$ cat src/rtl/gear_shift_controller_if.sv
// Keypad, interlock and gear-code bundle between the keypad front end and the shift controller.
// The master drives the vehicle inputs and the slave (the controller) returns the gear state.
interface gear_shift_controller_if;
  logic       engine_on;
  logic       key_valid;
  logic [3:0] key_code;
  logic       brake_pressed;
  logic [7:0] speed;
  logic [3:0] current_gear;
  logic       shift_busy;
  logic       reject_pulse;
  logic [1:0] reject_code;

  modport master (
    output engine_on, key_valid, key_code, brake_pressed, speed,
    input  current_gear, shift_busy, reject_pulse, reject_code
  );

  modport slave (
    input  engine_on, key_valid, key_code, brake_pressed, speed,
    output current_gear, shift_busy, reject_pulse, reject_code
  );
endinterface

$ cat src/rtl/gear_shift_controller.sv
// Debounces keypad presses into gear requests, enforces brake/speed interlocks and
// models a timed engagement (output reads N) before committing the new gear.
module gear_shift_controller #(
  parameter int DEBOUNCE_CYC = 20000,
  parameter int SHIFT_CYC    = 50000,
  parameter int CNT_W        = 16
) (
  input  logic                    clk,
  input  logic                    rst_n,
  gear_shift_controller_if.slave  ctrl_io
);

  localparam logic [0:0] ST_STEADY = 1'b0;
  localparam logic [0:0] ST_ENGAGE = 1'b1;

  localparam logic [3:0] GEAR_P = 4'd3;
  localparam logic [3:0] GEAR_R = 4'd6;
  localparam logic [3:0] GEAR_N = 4'd9;
  localparam logic [3:0] GEAR_D = 4'd12;

  localparam logic [1:0] REJ_NO_BRAKE = 2'b01;
  localparam logic [1:0] REJ_SPEED    = 2'b10;
  localparam logic [1:0] REJ_INVALID  = 2'b11;

  localparam logic [CNT_W-1:0] CNT_MAX    = '1;
  localparam logic [CNT_W-1:0] DEB_PRE    = CNT_W'(DEBOUNCE_CYC - 2);
  localparam logic [CNT_W-1:0] DEB_LAST   = CNT_W'(DEBOUNCE_CYC - 1);
  localparam logic [CNT_W-1:0] SHIFT_LAST = CNT_W'(SHIFT_CYC - 1);

  // Debounce state
  logic [3:0]       key_q;
  logic [CNT_W-1:0] stable_cnt_q, stable_cnt_d;
  logic [CNT_W-1:0] rel_cnt_q, rel_cnt_d;
  logic             armed_q, armed_d;
  logic             key_same;
  logic             accept;

  // Request pipeline
  logic             req_valid_q, req_valid_d;
  logic [3:0]       req_code_q;

  // Shift FSM and registered outputs
  logic [0:0]       state_q, state_d;
  logic [CNT_W-1:0] eng_cnt_q, eng_cnt_d;
  logic [3:0]       target_q, target_d;
  logic [3:0]       gear_q, gear_d;
  logic             busy_q, busy_d;
  logic             pulse_q, pulse_d;
  logic [1:0]       rcode_q, rcode_d;

  logic             code_ok;
  logic             pair_rd;
  logic             speed_nz;

  // The accept fires on the same edge that stable_cnt reaches DEBOUNCE_CYC-1.
  always_comb begin
    key_same = ctrl_io.key_valid && (ctrl_io.key_code == key_q);

    stable_cnt_d = '0;
    if (key_same) begin
      stable_cnt_d = (stable_cnt_q == CNT_MAX) ? stable_cnt_q : stable_cnt_q + 1'b1;
    end

    rel_cnt_d = '0;
    if (!ctrl_io.key_valid) begin
      rel_cnt_d = (rel_cnt_q == CNT_MAX) ? rel_cnt_q : rel_cnt_q + 1'b1;
    end

    accept = armed_q && key_same && (stable_cnt_q == DEB_PRE);

    armed_d = armed_q;
    if (accept) begin
      armed_d = 1'b0;
    end else if (!ctrl_io.key_valid && (rel_cnt_q >= DEB_LAST)) begin
      armed_d = 1'b1;
    end

    req_valid_d = accept && ctrl_io.engine_on;
  end

  always_comb begin
    code_ok  = (req_code_q == GEAR_P) || (req_code_q == GEAR_R) ||
               (req_code_q == GEAR_N) || (req_code_q == GEAR_D);
    pair_rd  = ((gear_q == GEAR_R) && (req_code_q == GEAR_D)) ||
               ((gear_q == GEAR_D) && (req_code_q == GEAR_R));
    speed_nz = (ctrl_io.speed != 8'd0);
  end

  // Engine-off outranks engagement completion, which outranks a new request.
  always_comb begin
    state_d   = state_q;
    eng_cnt_d = eng_cnt_q;
    target_d  = target_q;
    gear_d    = gear_q;
    busy_d    = busy_q;
    pulse_d   = 1'b0;
    rcode_d   = rcode_q;

    if (!ctrl_io.engine_on) begin
      state_d   = ST_STEADY;
      gear_d    = GEAR_P;
      busy_d    = 1'b0;
      eng_cnt_d = '0;
    end else if (state_q == ST_ENGAGE) begin
      eng_cnt_d = (eng_cnt_q == CNT_MAX) ? eng_cnt_q : eng_cnt_q + 1'b1;
      if (eng_cnt_q == SHIFT_LAST) begin
        state_d = ST_STEADY;
        gear_d  = target_q;
        busy_d  = 1'b0;
      end
    end else if (req_valid_q) begin
      if (!code_ok) begin
        pulse_d = 1'b1;
        rcode_d = REJ_INVALID;
      end else if (req_code_q == gear_q) begin
        pulse_d = 1'b0;
      end else if ((gear_q == GEAR_P) && !ctrl_io.brake_pressed) begin
        pulse_d = 1'b1;
        rcode_d = REJ_NO_BRAKE;
      end else if (((req_code_q == GEAR_P) || (req_code_q == GEAR_R) || pair_rd) && speed_nz) begin
        pulse_d = 1'b1;
        rcode_d = REJ_SPEED;
      end else begin
        state_d   = ST_ENGAGE;
        eng_cnt_d = '0;
        target_d  = req_code_q;
        gear_d    = GEAR_N;
        busy_d    = 1'b1;
      end
    end
  end

  always_ff @(posedge clk or negedge rst_n) begin
    if (!rst_n) begin
      key_q        <= '0;
      stable_cnt_q <= '0;
      rel_cnt_q    <= '0;
      armed_q      <= 1'b1;
      req_valid_q  <= 1'b0;
      req_code_q   <= '0;
    end else begin
      key_q        <= ctrl_io.key_code;
      stable_cnt_q <= stable_cnt_d;
      rel_cnt_q    <= rel_cnt_d;
      armed_q      <= armed_d;
      req_valid_q  <= req_valid_d;
      if (accept) begin
        req_code_q <= key_q;
      end
    end
  end

  always_ff @(posedge clk or negedge rst_n) begin
    if (!rst_n) begin
      state_q   <= ST_STEADY;
      eng_cnt_q <= '0;
      target_q  <= GEAR_P;
      gear_q    <= GEAR_P;
      busy_q    <= 1'b0;
      pulse_q   <= 1'b0;
      rcode_q   <= 2'b00;
    end else begin
      state_q   <= state_d;
      eng_cnt_q <= eng_cnt_d;
      target_q  <= target_d;
      gear_q    <= gear_d;
      busy_q    <= busy_d;
      pulse_q   <= pulse_d;
      rcode_q   <= rcode_d;
    end
  end

  assign ctrl_io.current_gear = gear_q;
  assign ctrl_io.shift_busy   = busy_q;
  assign ctrl_io.reject_pulse = pulse_q;
  assign ctrl_io.reject_code  = rcode_q;

endmodule
$ cat src/flat_wrapper.sv
// flat-port wrapper written by rule: the top's interface ports become plain ports
module gear_shift_controller_flat 
#(
  parameter int DEBOUNCE_CYC = 20000,
  parameter int SHIFT_CYC    = 50000,
  parameter int CNT_W        = 16
)
  (clk, rst_n, ctrl_io_engine_on, ctrl_io_key_valid, ctrl_io_key_code, ctrl_io_brake_pressed, ctrl_io_speed, ctrl_io_current_gear, ctrl_io_shift_busy, ctrl_io_reject_pulse, ctrl_io_reject_code);
  gear_shift_controller_if ctrl_io_i ();
  input  logic clk;
  input  logic rst_n;
  input wire logic [$bits(ctrl_io_i.engine_on)-1:0] ctrl_io_engine_on;
  input wire logic [$bits(ctrl_io_i.key_valid)-1:0] ctrl_io_key_valid;
  input wire logic [$bits(ctrl_io_i.key_code)-1:0] ctrl_io_key_code;
  input wire logic [$bits(ctrl_io_i.brake_pressed)-1:0] ctrl_io_brake_pressed;
  input wire logic [$bits(ctrl_io_i.speed)-1:0] ctrl_io_speed;
  output wire logic [$bits(ctrl_io_i.current_gear)-1:0] ctrl_io_current_gear;
  output wire logic [$bits(ctrl_io_i.shift_busy)-1:0] ctrl_io_shift_busy;
  output wire logic [$bits(ctrl_io_i.reject_pulse)-1:0] ctrl_io_reject_pulse;
  output wire logic [$bits(ctrl_io_i.reject_code)-1:0] ctrl_io_reject_code;
  assign ctrl_io_i.engine_on = ctrl_io_engine_on;
  assign ctrl_io_i.key_valid = ctrl_io_key_valid;
  assign ctrl_io_i.key_code = ctrl_io_key_code;
  assign ctrl_io_i.brake_pressed = ctrl_io_brake_pressed;
  assign ctrl_io_i.speed = ctrl_io_speed;
  assign ctrl_io_current_gear = ctrl_io_i.current_gear;
  assign ctrl_io_shift_busy = ctrl_io_i.shift_busy;
  assign ctrl_io_reject_pulse = ctrl_io_i.reject_pulse;
  assign ctrl_io_reject_code = ctrl_io_i.reject_code;
  gear_shift_controller #(.DEBOUNCE_CYC(DEBOUNCE_CYC), .SHIFT_CYC(SHIFT_CYC), .CNT_W(CNT_W)) u_core (.clk(clk), .rst_n(rst_n), .ctrl_io(ctrl_io_i));
endmodule
$ cat config.mk
export PLATFORM = sky130hd
export DESIGN_NAME = gear_shift_controller_flat
export DESIGN_NICKNAME = d
export VERILOG_FILES = /design/src/rtl/gear_shift_controller_if.sv /design/src/rtl/gear_shift_controller.sv /design/src/flat_wrapper.sv
export SDC_FILE = /design/constraint.sdc
export NUM_CORES = 1
export LEC_CHECK = 0
export ABC_AREA = 1
export ABC_CLOCK_PERIOD_IN_PS = 2500
export BUFFER_PORTS_ARGS = -buffer_cell sky130_fd_sc_hd__buf_2
export CAP_MARGIN = 15
export CORE_ASPECT_RATIO = 0.5
export CORE_MARGIN = 10
export CORE_UTILIZATION = 40
export DETAILED_ROUTE_END_ITERATION = 6
export PLACE_DENSITY_LB_ADDON = 0.08
export SYNTH_ARGS = -nofsm -noshare
export SYNTH_HDL_FRONTEND = slang
export SYNTH_SLANG_ARGS = --single-unit
export TNS_END_PERCENT = 30
$ cat constraint.sdc
create_clock -name clk -period 2.5 [get_ports clk]
set_input_delay 0.375 -clock clk [delete_from_list [all_inputs] [get_ports clk]]
set_output_delay 0.375 -clock clk [all_outputs]
set_load 0.05 [all_outputs]
Yosys cells after proc, flatten, opt, wreduce, memory -nomap -nowiden --
Index checks and enable logic that the tools add are counted.
Word-level totals: logic and storage cells 117, register bits 71, output and inout bits 8
Cells by class: $add $sub $neg 3, $lt $le $gt $ge 1, equality and inequality tests 25, bitwise operators 4, reduce and logical (&&, ||, !) cells 22, mux-type cells 49
Operators with widths (number):
- 16-bit two-way mux | 12
- 16-bit == test, second input constant | 4
- 16-bit by 1-bit adder with 16-bit output, second input constant | 3
- 4-bit two-way mux | 8
- 1-bit two-way mux | 25
- 16-bit by 15-bit == test with 1-bit output, second input constant | 1
- 16-bit by 15-bit >= comparator with 1-bit output, second input constant | 1
- 4-bit == test, second input constant | 3
- 6-bit AND reduction | 2
- 1-bit logical AND | 9
- 3-bit by 2-bit inequality test with 1-bit output, second input constant | 3
- 3-bit inequality test, second input constant | 3
- 4-bit by 2-bit == test with 1-bit output, second input constant | 2
- 4-bit by 3-bit == test with 1-bit output, second input constant | 2
- 4-bit == test | 2
- 2-bit two-way mux | 4
- 8-bit nonzero test | 1
- 7-bit AND reduction | 1
- 2-bit inequality test, second input constant | 3
- 3-bit by 1-bit inequality test with 1-bit output, second input constant | 2
- 1-bit logical OR | 5
- 5-bit AND reduction | 1
- 1-bit NOT | 4
- 1-bit zero test | 2
- 2-bit nonzero test | 1

Depth between registers and ports, before layout --
Gate-level depths: netlist of run 1.
depth after elaboration 12, depth in mapped cells 12, depth with buffers taken out 11

Worst setup path after synthesis of run 1 --
No wires, ideal clock.
path kind flip-flop to flip-flop, from register u_core.gear_q[1], in the netlist u_core.ctrl_io.current_gear[1], to register u_core.eng_cnt_q[4], setup slack 0.825 ns, stages on the path, launching flop included 11, setup time 0.120 ns, arrival 1.555 ns, path through dfstp_2 > nand2_1 > nand2_1 > nor2_1 > nand3_1 > inv_1 > nor2_8 > nand2_8 > buf_8 > nand2_1 > nand2_1
Between the ends: longest elaborated chain between the ends 7, elaborated cells between the ends (all ways) 14, those cells by class 7 x eq/ne; 7 x reduce/logical
RTL lines:
- start, declared | RTL line gear_shift_controller.sv:46 | logic [3:0] gear_q, gear_d;
- start signal, assigned | RTL line gear_shift_controller.sv:166 | gear_q <= gear_d;
- 4-bit by 3-bit == test with 1-bit output / 4-bit == test (equally long branches) | RTL line gear_shift_controller.sv:84, gear_shift_controller.sv:85
- 1-bit logical AND, on equally long branches | RTL line gear_shift_controller.sv:84, gear_shift_controller.sv:85
- 1-bit logical OR | RTL line gear_shift_controller.sv:84 | pair_rd = ((gear_q == GEAR_R) && (req_code_q == GEAR_D)) ||
- 1-bit logical OR | RTL line gear_shift_controller.sv:120 | end else if (((req_code_q == GEAR_P) || (req_code_q == GEAR_R) || pair_rd) && speed_nz) begin
- 1-bit logical AND | RTL line gear_shift_controller.sv:120
- 3-bit by 2-bit inequality test with 1-bit output (no source line)
- 6-bit AND reduction (no source line) (*)
- end signal, assigned | RTL line gear_shift_controller.sv:164 | eng_cnt_q <= eng_cnt_d;
- end, declared | RTL line gear_shift_controller.sv:44 | logic [CNT_W-1:0] eng_cnt_q, eng_cnt_d;
Mark *: on every way between the ends. The rest lies on a longest branch, timed or not. A chain may end at the register's enable or synchronous reset.

Worst setup path after layout of run 1 --
from register u_core.gear_q[1], in the netlist u_core.ctrl_io.current_gear[1], to register u_core.busy_q, in the netlist u_core.ctrl_io.shift_busy
Between the ends: longest elaborated chain between the ends 7, elaborated cells between the ends (all ways) 14, those cells by class 7 x eq/ne; 7 x reduce/logical
RTL lines:
- 4-bit by 3-bit == test with 1-bit output / 4-bit == test (equally long branches) | RTL line gear_shift_controller.sv:84, gear_shift_controller.sv:85
- 1-bit logical AND, on equally long branches | RTL line gear_shift_controller.sv:84, gear_shift_controller.sv:85
- 1-bit logical OR | RTL line gear_shift_controller.sv:84
- 1-bit logical OR | RTL line gear_shift_controller.sv:120
- 1-bit logical AND | RTL line gear_shift_controller.sv:120
- 3-bit by 2-bit inequality test with 1-bit output (no source line)
- 6-bit AND reduction (no source line) (*)
- end signal, assigned | RTL line gear_shift_controller.sv:167 | busy_q <= busy_d;
- end, declared | RTL line gear_shift_controller.sv:47 | logic busy_q, busy_d;
Marked as above.

==> out/qor.yml, run 1 <==
setup_viol: 0
synth_top_area_share_pct: 39.9
ant_nets: 0
hpwl_mm: 6.90
start_util_pct: 40.8
power_leakage_uw: 0.00237
placed_area_sq_um: 4430
port_buffers: 24
hold_class: "primary input to async pin"
final_cell_mix: "194 x nand2_1, 68 x nor2_1, 66 x dfrtp_1"
cts_setup_buffers: 0
antenna_found_initial: 0
clock-skew-final_ps: 8.55
path_cells: "nand2_1, nor3_1, inv_1, nand2_1, nand2_2, nand2_1, nand2_1, nand2_1"
p_sw_uw: 645
n_antenna_cell: 0
synth_flop_cell: "dfrtp_1"
synth-seq-area-share_pct: 43.1
async_flop_share_pct: 100
crit_top_cell: "nand2_1"
worstPathArrival_ps: 2060
drtIter0Drc: 201
status: "complete, no violations"
yosysTopAreaCell: "dfrtp_1"
synthDistinctLibCells: 39
powerDensity_nw_per_um2: 580
endpoint: "u_core.ctrl_io.shift_busy"
power.internal_uw: 2120
r2r_slack_ps: 710
worst_pin_slew_ps: 596
crit_start: "u_core.ctrl_io.current_gear[1]"
grt_max_degree: 43
cp_slowest_stage_delay_ps: 590
grt_pass1_wl_mm: 17.0
cts.sinks: 71
clockBufferDepth: 2
die_w_um: 164
holdBufCountCts: 0
worstSetupPathType: "register to register"
timing.final.crit_period_ps: 1790
cp.required_ps: 2770
post-route-util_pct: 46.9
switching_share_pct: 23.3
post_cts_resized: 0
seqPwrFrac_pct: 42.8
syn_area_sq_um: 4140
layout-drive-gt1-share_pct: 12.9
rsz0062_at_grt: "no"
yosysWarningCount: 0
cp.depth: 8
htree_levels: 3
crit_buf_inv: 1
drc: 0
vias_per_cell: 4.88
r2r_cells: 8
grt_overflow: 0
dr.pass1.iters: 4
clk_pin_slew_worst_paths_ps: 60
wl_mm: 9.48
final_common_cell: "nand2_1"
max-slew-margin-rel_pct: 60.2
ioPinCount: 25
synth-edff-count: 0
tns_ps: 0
synth_cells: 575
cp-start-kind: "register"
cts_tree: "built"
grtUsageTotal_pct: 13.6
die_h_um: 91.9
core-area_sq_um: 10100
cts_made_buffers: 9
cp-end-kind: "register"
ir_worst_vdd_v: 0.000279
fmaxAchievable_mhz: 558
wl_per_cell_um: 12.6
stdcell_area_sq_um: 4760
critPathSlowestCell: "dfstp_2"
reg2reg_from: "u_core.ctrl_io.current_gear[1]"
drv_slew: 0
avgSynthCellArea_sq_um: 7.19
clk_latency_ps: 340
power_frac_clock_pct: 51.3
grt_pass1_vias: 3608
die_area_sq_um: 15100
worstPathMaxFanout: 14
clockRootBuffer: "clkbuf_16"
num_vias: 3671
row_count: 26
cap_viol_max_count: 0
gp_congestion: 0.858
ys_ff_latch: 71
r2r-end: "u_core.ctrl_io.shift_busy"
syn_nets: 596
syn2layout_area_growth_pct: 15.1
nets: 629
nFillCells: 1032
p_comb_share_pct: 5.9
fin_crit_sh_pct: 71.6
finalHoldViolations: 0
crit_family: "simple AND/OR/NAND/NOR gates"
synthTopCellsByArea: "dfrtp_1 40%, nand2_1 18%, nor2_1 6.2%"
[cell usage after synthesis, types with 2 or more instances]
cell and number:
nand2_1 194, nor2_1 68, dfrtp_1 66, inv_1 63, nand3_1 47, a21oi_1 21, o21ai_0 19, nor3_1 16
nand4_1 10, or2_2 6, xnor2_1 6, xor2_1 6, dfstp_2 5, nand2_2 5, a31o_2 4, ha_1 4
nand3b_1 4, inv_2 3, nor2_2 3, a31oi_1 2, buf_2 2, o21ai_2 2, o21bai_1 2, o22ai_1 2
[flip-flops by register name (all words and copies together), names as in the netlist]
| name | cells |
|---|---|
| u_core.eng_cnt_q | 16 |
| u_core.ctrl_io.current_gear | 4 |
| u_core.ctrl_io.reject_code | 2 |
| u_core.req_valid_q | 1 |
| u_core.rel_cnt_q | 16 |
| u_core.state_q | 1 |
| u_core.armed_q | 1 |
| u_core.req_code_q | 4 |
| u_core.ctrl_io.reject_pulse | 1 |
| u_core.key_q | 4 |
| u_core.target_q | 4 |
| u_core.stable_cnt_q | 16 |
| u_core.ctrl_io.shift_busy | 1 |
[final cells by class]
class	instances	area (sq um)	share of cell area, %
Tap cell	140	175	3.68
Timing Repair Buffer	27	158	3.31
Clock inverter	6	90.1	1.89
Inverter	67	251	5.28
Sequential cell	71	1780	37.4
Clock buffer	10	239	5.02
Multi-Input combinational cell	432	2070	43.4
[worst min path at each step]
stage          startpoint                             end  slack (ps)  cells past startpoint
6_report            rst_n             u_core.eng_cnt_q[5]          40                      1
5_1_grt             rst_n             u_core.eng_cnt_q[5]          80                      1
4_1_cts             rst_n             u_core.eng_cnt_q[5]          60                      1
3_5_place_dp        rst_n             u_core.eng_cnt_q[5]         420                      1
3_3_place_gp        rst_n             u_core.eng_cnt_q[3]         420                      1
2_1_floorplan       rst_n  u_core.ctrl_io.current_gear[2]          80                      0
[per-stage QoR]
step	std cells	power [uW]	setup WS (ps)	hold slack (ps)
after global placement	737	1370	712	421
after floorplan	575	1300	825	79.4
after global routing	753	2870	574	83.3
after CTS	753	2800	699	63.8
final	753	2760	709	42.3
after detailed placement	737	1370	707	421
[per-layer routing]
layer	wire length, um	up-vias	global-route usage, %
met3	361	13	4.15
met4	108	0	3.99
met2	4580	62	22.8
met5	0	-	0
met1	4430	1698	16.6
li1	-	1898	-
[power groups by stage]
stage	clock, uW	sequential [uW]	combinational [uW]
final	1420	1180	163
after global routing	1500	1190	185
after CTS	1450	1180	167
after detailed placement	0	1200	166
after global placement	0	1200	167
after floorplan	0	1220	78.2
[worst register-to-register path, cell delays in order, from the launching register on]
cell and delay [ps]:
dfstp_2 590, nand2_1 60, nor3_1 280, inv_1 100, nand2_1 100, nand2_2 230, nand2_1 240, nand2_1 70
nand2_1 60
[cells by family after synthesis]
family | Yosys count | share of synthesized area (%)
XOR/XNOR | 12 | 2.54
buffers and inverters | 72 | 6.96
flip-flops | 71 | 43.1
AO/OA/AOI/OAI | 54 | 7.47
AND/OR/NAND/NOR | 362 | 38.7
adder cells (fa/ha/maj) | 4 | 1.21
Note: power is estimated with default switching activity, not from simulation.
==> run 2: changes to the inputs <==
Settings changed: ABC_CLOCK_PERIOD_IN_PS 2500 to 1720.
Clock period 2.5 ns to 1.72 ns, I/O delays scaled along.
==> run 2 against run 1 <==
  * Highest routed layer unchanged
  * Critical endpoint is now u_core.stable_cnt_q[14]
  * Total power grew 42%
  * Routed wire length increased by 4.4%
  * First-iteration DRC count fell by 13%
  * Register-to-register slack lost 630 ps
  * Count of clock-buffer cells in the layout rose by 2
  * Clock skew fell by 1.9 ps
  * Largest cell class unchanged
==> out/qor.yml, run 2 (same netlist as run 1, synthesis figures left out) <==
gp_congestion: 0.844  # was 0.858
rsz0062_at_grt: "yes"  # was no
worstPathMaxFanout: 8  # was 14
setup_viol: 0  # unchanged
cp_slowest_stage_delay_ps: 390  # was 590 ps
grt_max_degree: 34  # was 43
grt_pass1_vias: 3602  # was 3608
clockRootBuffer: "clkbuf_16"  # unchanged
timing.final.crit_period_ps: 1640  # was 1790 ps
port_buffers: 24  # unchanged
clock-skew-final_ps: 6.61  # was 8.55 ps
final_cell_mix: "192 x nand2_1, 67 x nor2_1, 66 x dfrtp_1"  # was 194 x nand2_1, 68 x nor2_1, 66 x dfrtp_1
cp.required_ps: 1980  # was 2770 ps
final_common_cell: "nand2_1"  # unchanged
drtIter0Drc: 174  # was 201
clk_pin_slew_worst_paths_ps: 60  # about the same
power.internal_uw: 2990  # was 2120 uW
setup_slack_ps: 77.6  # was 709 ps
grtUsageTotal_pct: 13.7  # was 13.6%
switching_share_pct: 23.9  # was 23.3%
ir_worst_vdd_v: 0.000466  # was 0.000279 V
clockBufferDepth: 2  # unchanged
status: "complete, no violations"  # unchanged
stdcell_area_sq_um: 5010  # was 4760 sq um
syn2layout_area_growth_pct: 21.2  # was 15.1%
antenna_found_initial: 0  # unchanged
cts_made_buffers: 9  # unchanged
p_sw_uw: 942  # was 645 uW
layout-drive-gt1-share_pct: 17.9  # was 12.9%
grt_pass1_wl_mm: 17.0  # about the same
n_antenna_cell: 0  # unchanged
htree_levels: 3  # unchanged
finalHoldViolations: 0  # unchanged
fin_crit_sh_pct: 95.5  # was 71.6%
cts.sinks: 71  # unchanged
drv_slew: 0  # unchanged
wl_per_cell_um: 12.7  # was 12.6 um
start_util_pct: 40.8  # unchanged
tns_ps: 0  # unchanged
wl_mm: 9.89  # was 9.48 mm
placed_area_sq_um: 4570  # was 4430 sq um
nFillCells: 1057  # was 1032
fmaxAchievable_mhz: 609  # was 558 MHz
hpwl_mm: 7.12  # was 6.90 mm
multi_input_area_sq_um: 2120  # was 2070 sq um
cts_tree: "built"  # unchanged
clk_latency_ps: 340  # about the same
cap_viol_max_count: 0  # unchanged
worstPathArrival_ps: 1900  # was 2060 ps
p_comb_share_pct: 7.0  # was 5.9%
grt_overflow: 0  # unchanged
post-route-util_pct: 49.4  # was 46.9%
seqPwrFrac_pct: 43.6  # was 42.8%
hold_class: "primary input to register"  # was primary input to async pin
path_cells: "ha_2, nand3_2, nor3_4, buf_6, nand3_4, buf_4, a31oi_2"  # was nand2_1, nor3_1, inv_1, nand2_1, nand2_2, nand2_1, nand2_1, nand2_1
critPathSlowestCell: "dfrtp_1"  # was dfstp_2
regArea_sq_um: 1780  # unchanged
vias_per_cell: 4.77  # was 4.88
die_w_um: 164  # unchanged
die_area_sq_um: 15100  # unchanged
num_vias: 3725  # was 3671
dr.pass1.iters: 4  # unchanged
power_uw: 3940  # was 2760 uW
row_count: 26  # unchanged
core-area_sq_um: 10100  # unchanged
die_h_um: 91.9  # unchanged
drc: 0  # unchanged
ioPinCount: 25  # unchanged
power_frac_clock_pct: 49.4  # was 51.3%
post-place-ws_ps: -105  # was 707 ps
ant_nets: 0  # unchanged
worstSetupPathType: "register to register"  # unchanged
cp-end-kind: "register"  # unchanged
power_leakage_uw: 0.00250  # was 0.00237 uW
powerDensity_nw_per_um2: 785  # was 580 nW/um^2
cp-start-kind: "register"  # unchanged
worst_pin_slew_ps: 416  # was 596 ps
reg_top3: "u_core.eng_cnt_q x16, u_core.rel_cnt_q x16, u_core.stable_cnt_q x16"  # unchanged
max-slew-margin-rel_pct: 72.2  # was 60.2%
nets: 657  # was 629
==> run 2: worst paths after layout <==
check                                           from                   endpoint  slack (ps)  cells after the start
max in group asynchronous                      rst_n         u_core.target_q[1]         750                      3
min                              ctrl_io_key_code[3]            u_core.key_q[3]          40                      1
max                           u_core.stable_cnt_q[0]    u_core.stable_cnt_q[14]          80                      7
min reg2reg                u_core.ctrl_io.shift_busy  u_core.ctrl_io.shift_busy         470                      2
max reg2reg                   u_core.stable_cnt_q[0]    u_core.stable_cnt_q[14]          80                      7
min in group asynchronous                      rst_n        u_core.eng_cnt_q[3]         360                      2
==> run 2: what timing repair did <==
item,4_1_cts,5_1_grt
endpoints found under the hold margin,19,0
setup buffers,0,8
pin swaps,0,5
cloned,0,1
hold buffers,1,0
gates resized for setup,1,12
setup endpoints to repair,25,30
==> run 2: routing by layer <==
metal	track usage, %	share of wire, %	vias up	wire length, um
li1	-	-	1955	-
met1	16.8	48	1727	4770
met2	23.3	48	33	4750
met3	3.93	2.9	10	287
met4	3.55	0.82	0	81
met5	0	0	-	0
==> run 2: final cells by class <==
class / count / share of cell area, %
repair buffers: 54 / 7.56
clock buffers: 12 / 5.11
flip-flops and latches: 71 / 35.6
clock inverters: 4 / 1.07
multi-input cells: 433 / 42.2
well taps: 140 / 3.49
inverters: 67 / 5.01
==> run 2: power by group through the flow <==
stage | sequential (uW) | combinational [uW] | clock (uW)
floorplan | 1780 | 114 | 0
global placement | 1750 | 254 | 0
detailed placement | 1750 | 254 | 0
CTS | 1720 | 259 | 1980
global route | 1720 | 305 | 2070
finish | 1720 | 275 | 1940
==> run 2: metrics by stage <==
step / hold slack, ps / std cells
after global placement: 178 / 755
final: 44.7 / 781
after floorplan: -37.6 / 575
after detailed placement: 176 / 755
after global routing: 34.6 / 781
after CTS: 38.7 / 772
==> run 2: critical path, delay by kind of cell, from the launching register on <==
family | cells | cell delay (ps)
compound gates | 1 | 170
simple gates | 3 | 470
buf+inv | 2 | 330
flops | 1 | 390
fa+ha+maj | 1 | 210
